==> config.mk <==
export PLATFORM = sky130hd
export DESIGN_NAME = flag_pipeline
export DESIGN_NICKNAME = d
export VERILOG_FILES = /design/src/rtl/flag_pipeline.sv
export SDC_FILE = /design/constraint.sdc
export NUM_CORES = 1
export LEC_CHECK = 0
export BUFFER_PORTS_ARGS = -buffer_cell sky130_fd_sc_hd__clkbuf_2
export CORE_UTILIZATION = 54
export DETAILED_ROUTE_END_ITERATION = 8
export PLACE_DENSITY = 0.81
export SYNTH_ARGS = -nofsm -noshare
export SYNTH_HDL_FRONTEND = slang
export SYNTH_SLANG_ARGS = --single-unit
export TNS_END_PERCENT = 5
==> constraint.sdc <==
create_clock -name clk -period 2.9 [get_ports clk]
set_clock_uncertainty 0.2 [all_clocks]
set_input_delay 0.435 -clock clk [delete_from_list [all_inputs] [get_ports clk]]
set_output_delay 0.435 -clock clk [all_outputs]
set_load 0.01 [all_outputs]
==> src/rtl/flag_pipeline.sv <==
// flag_pipeline: carries EX condition flags through MEM/WB, commits Z/V/N at WB and feeds bypassed flags to ID.
module flag_pipeline (
  input  logic       clk,
  input  logic       rst_n,
  input  logic       pipe_en,
  input  logic       EX_flush,
  input  logic       EX_valid,
  input  logic [3:0] EX_opcode,
  input  logic       EX_zero,
  input  logic       EX_ovfl,
  input  logic       EX_sign,
  input  logic       FLAG_bypass_zero,
  input  logic       FLAG_bypass_ovfl,
  input  logic       FLAG_bypass_sign,
  output logic       flag_z,
  output logic       flag_v,
  output logic       flag_n,
  output logic       branch_zero,
  output logic       branch_ovfl,
  output logic       branch_sign,
  output logic       halted
);
  localparam logic [3:0] OP_ADD = 4'h0;
  localparam logic [3:0] OP_SUB = 4'h1;
  localparam logic [3:0] OP_HLT = 4'hF;
  logic       mem_valid, wb_valid;
  logic [3:0] mem_op, wb_op;
  logic [2:0] mem_f, wb_f;
  logic       wr_z, wr_vn;
  // Z is written by ADD/SUB/XOR/SLL/SRA/ROR (opcodes 0-6 except 3); V/N by ADD/SUB only
  always_comb begin
    wr_z  = wb_valid && !halted && (wb_op < 4'd7) && (wb_op != 4'd3);
    wr_vn = wb_valid && !halted && (wb_op == OP_ADD || wb_op == OP_SUB);
  end
  always_ff @(posedge clk or negedge rst_n) begin
    if (!rst_n) begin
      mem_valid <= 1'b0;
      mem_op    <= '0;
      mem_f     <= '0;
      wb_valid  <= 1'b0;
      wb_op     <= '0;
      wb_f      <= '0;
    end else if (pipe_en) begin
      mem_valid <= EX_flush ? 1'b0 : EX_valid;
      mem_op    <= EX_opcode;
      mem_f     <= {EX_zero, EX_ovfl, EX_sign};
      wb_valid  <= mem_valid;
      wb_op     <= mem_op;
      wb_f      <= mem_f;
    end
  end
  // commit runs regardless of pipe_en; a stalled setter simply rewrites the same values
  always_ff @(posedge clk or negedge rst_n) begin
    if (!rst_n) begin
      flag_z <= 1'b0;
      flag_v <= 1'b0;
      flag_n <= 1'b0;
      halted <= 1'b0;
    end else begin
      flag_z <= wr_z ? wb_f[2] : flag_z;
      flag_v <= wr_vn ? wb_f[1] : flag_v;
      flag_n <= wr_vn ? wb_f[0] : flag_n;
      halted <= halted || (wb_valid && wb_op == OP_HLT);
    end
  end
  assign branch_zero = FLAG_bypass_zero ? wb_f[2] : flag_z;
  assign branch_ovfl = FLAG_bypass_ovfl ? wb_f[1] : flag_v;
  assign branch_sign = FLAG_bypass_sign ? wb_f[0] : flag_n;
endmodule
==> PnR_summary.wiki <==
{| class="wikitable"
! Metric !! Value
|-
| Critical path's largest stage delay || 0.41 ns
|-
| Slowest cell on the critical path || sky130_fd_sc_hd__dfrtp_1
|-
| Depth of the CTS H-tree || 1
|-
| Power density over the cells || 703.1 nW/um2
|-
| Critical path class || reg2out
|-
| Minimum period implied by the final worst setup slack || 1.734 ns
|-
| Final hold violation count || 0
|-
| Portion of synthesized cell area occupied by the leading cell type || 58.22%
|-
| Least-Margin Pin Slew || 0.4823 ns
|-
| Via count of the first global-routing pass || 482
|-
| Die X || 41.90 um
|-
| Input/output buffers || 21
|-
| Number of nets in the layout || 93
|-
| Antenna violations before repair || 0
|-
| Routability Congestion || 0.6865
|-
| Count of maximum capacitance violations || 0
|-
| Layout overhead on the synthesized area || 16.30%
|-
| Routed Wire Length || 1.192 mm
|-
| Aggregate global-route resource usage || 14.96%
|-
| Die Footprint || 1755 um2
|-
| Proportion of register bits with asynchronous set or reset after synthesis || 100.0%
|-
| Mean post-synth cell area || 16.22 um2
|-
| Share of the yosys chip area belonging to registers || 58.22%
|-
| CTS tree || yes
|-
| Hold buffer count at CTS || 1
|-
| Quantity of gates resized following cts || 0
|-
| Number of vias in the routed layout || 495
|-
| Yosys warnings || 0
|-
| Worst setup EP type || output port
|-
| Die H || 41.90 um
|-
| Worst-path fanout max || 3
|-
| Overflow left after global routing || 0
|-
| Run status || completed
|-
| Fmax || 0.5766 GHz
|-
| Total setup violations reported at the end of the flow || 0
|-
| Clk Latency, worst-skew pair || 0.30 ns
|-
| Core ar. || 1489 um2
|-
| Data arrival time of the worst path || 1.10 ns
|-
| Initial drt markers || 3
|-
| Switching power share of the total || 27.22%
|-
| Number of rows created at floorplan || 14
|-
| Residual DRC || 0
|-
| Share of cells above drive strength 1 || 59.74%
|-
| Pre-CTS WS || 1.294 ns
|-
| Classification of the worst-slack hold path || in2reg
|-
| Library cells used by synthesis || 15
|-
| Crit-path cells || mux2_2 > clkbuf_2
|-
| Total nets after synthesis || 68
|-
| Cell with the most instances after synthesis || sky130_fd_sc_hd__dfrtp_1
|-
| Most used flip-flop cell after synthesis || sky130_fd_sc_hd__dfrtp_1
|-
| Sequential share of power || 53.3%
|-
| Clk sinks || 20
|-
| Number of diodes added for antenna fixing || 0
|-
| Netlist area before placement || 859.6 um2
|-
| Post-synth top cells || 20 x sky130_fd_sc_hd__dfrtp_1, 10 x sky130_fd_sc_hd__mux2_2, 9 x sky130_fd_sc_hd__mux2_4, 2 x sky130_fd_sc_hd__mux2_1, 2 x sky130_fd_sc_hd__nand3_1
|-
| Internal cell power || 0.0005116 W
|-
| I/O pin total || 22
|-
| Portion of the clock cycle consumed by the worst path in the final layout || 59.81%
|-
| Final critical-path setup slack || 1.166 ns
|-
| Combinational cell fraction of total power || 24.4%
|-
| Net switching power || 0.0001913 W
|-
| Cell types with the largest area share after synthesis || sky130_fd_sc_hd__dfrtp_1 58%, sky130_fd_sc_hd__mux2_4 16%, sky130_fd_sc_hd__mux2_2 13%, sky130_fd_sc_hd__mux2_1 2.6%, sky130_fd_sc_hd__buf_12 2.3%
|-
| Clk buf depth || 2
|-
| Buffer cell driving the clock tree root || sky130_fd_sc_hd__clkbuf_4
|-
| Residual antenna-violating net count after detailed routing || 0
|-
| Element type at the critical path start || flop
|-
| CP Data Required Time || 2.27 ns
|-
| Part of the total power dissipated in the clock network || 22.3%
|-
| Worst IR Drop VDD || 500.6 uV
|-
| Number of buffers added for setup after CTS || 0
|-
| Leakage dissipation || 0.4919 nW
|-
| CTS Buf Count || 3
|-
| Pre-Repair DR Iteration Count || 4
|-
| Initial Utilization || 57.73%
|-
| RSZ-0062 raised after global routing || no
|-
| Library cell occupying the most area in the post-synthesis netlist || sky130_fd_sc_hd__dfrtp_1
|-
| Post-Synthesis Cells || 53
|-
| DPL Wire Length || 896.4 um
|-
| Clock slew seen by the registers of the worst setup and hold paths || 0.11 ns
|-
| Sum Neg Setup Slack || 0 ns
|-
| Number of vias per cell after detailed routing || 5.323
|-
| Slew Limit Headroom || 67.85%
|-
| Wire length of the first global-routing pass || 1.966 mm
|-
| FF+latch count, synth || 20
|-
| Maximum number of pins on one net before global-route repair || 21
|-
| Count of final max-slew check failures || 0
|-
| Mean routed wirelength per cell || 12.82 um
|-
| Number of synthesized flops with an enable pin || 0
|}
## kinds of logic (layout without fill, tap and decap cells)
kind of cell | count (synthesis) | in the layout | synth area share (%)
simple gates | 7 | 7 | 4.804
mux | 21 | 21 | 31.44
buf+inv | 3 | 27 | 4.075
compound gates | 2 | 2 | 1.455
flops | 20 | 20 | 58.22
## per-stage QoR
step	cell area, um2	hold WS, ns	power [W]	instances	utilization, %
floorplan	859.6	-0.06059	0.0004857	53	-
global placement	953.4	0.2111	0.0005449	88	64.03
detailed placement	953.4	0.2153	0.0005537	88	64.03
CTS	999.7	0.1572	0.0007103	93	67.14
global route	999.7	0.1490	0.0007409	93	67.14
finish	999.7	0.1585	0.0007029	93	67.14
## metal layers
metal | share of wire [%] | vias to the layer above | track usage [%]
li1 | - | 235 | -
met1 | 45 | 241 | 17.60
met2 | 51 | 17 | 26.88
met3 | 3.9 | 2 | 2.609
met4 | 0.50 | 0 | 5.806
met5 | 0 | - | 0
## area by class of cell
type                    instances  area (um2)
flip-flops and latches         20       500.5
fillers                       114       489.2
multi-input cells              30       324.1
repair buffers                 22       115.1
clock buffers                   4       36.28
well taps                      16       20.02
inverters                       1       3.754
## path summary, 6_finish.rpt
| kind | from | to | slack (ns) | cells past startpoint |
|---|---|---|---|---|
| max in group asynchronous | rst_n | mem_f[2]$_DFFE_PN0P_ | 1.75 | 2 |
| min | EX_sign | mem_f[0]$_DFFE_PN0P_ | 0.16 | 2 |
| min in group asynchronous | rst_n | wb_f[1]$_DFFE_PN0P_ | 0.41 | 2 |
| max | wb_f[0]$_DFFE_PN0P_ | branch_sign | 1.17 | 2 |
| max reg2reg | halted$_DFF_PN0_ | flag_n$_DFFE_PN0P_ | 1.61 | 3 |
| min reg2reg | mem_op[3]$_DFFE_PN0P_ | mem_op[3]$_DFFE_PN0P_ | 0.32 | 1 |
## flip-flops by register name, indices dropped and copies added, names as in the netlist
register,cells
wb_valid,1
flag_z,1
flag_n,1
wb_f,3
flag_v,1
mem_f,3
mem_op,4
wb_op,4
halted,1
mem_valid,1
## power groups by stage
| stage | combinational, W | sequential [W] | clock (W) |
|---|---|---|---|
| after floorplan | 0.000101 | 0.000384 | 0 |
| after global placement | 0.000168 | 0.000377 | 0 |
| after detailed placement | 0.000173 | 0.000380 | 0 |
| after global routing | 0.000185 | 0.000381 | 0.000174 |
| final | 0.000172 | 0.000374 | 0.000157 |
| after CTS | 0.000175 | 0.000375 | 0.000161 |
## cells in the final DEF (no fill, tap or decap)
cell	n
sky130_fd_sc_hd__dfrtp_1	20
sky130_fd_sc_hd__nand3_1	2
sky130_fd_sc_hd__o21bai_1	1
sky130_fd_sc_hd__nor2_1	1
sky130_fd_sc_hd__inv_1	1
sky130_fd_sc_hd__clkbuf_2	21
sky130_fd_sc_hd__o21ai_0	1
sky130_fd_sc_hd__nand3b_1	1
sky130_fd_sc_hd__nand2_1	1
sky130_fd_sc_hd__mux2_1	2
sky130_fd_sc_hd__dlygate4sd3_1	1
sky130_fd_sc_hd__mux2_2	10
sky130_fd_sc_hd__clkbuf_8	1
sky130_fd_sc_hd__nor2_2	1
sky130_fd_sc_hd__nand3_2	1
sky130_fd_sc_hd__mux2_4	9
sky130_fd_sc_hd__clkbuf_4	3
## worst max-delay path, delay by kind of cell (launching register included)
| family | cells | cell delay [ns] |
|---|---|---|
| buffers and inverters | 1 | 0.12 |
| muxes | 1 | 0.27 |
| DFF | 1 | 0.41 |
No activity file was read; power rests on OpenSTA's default activity.
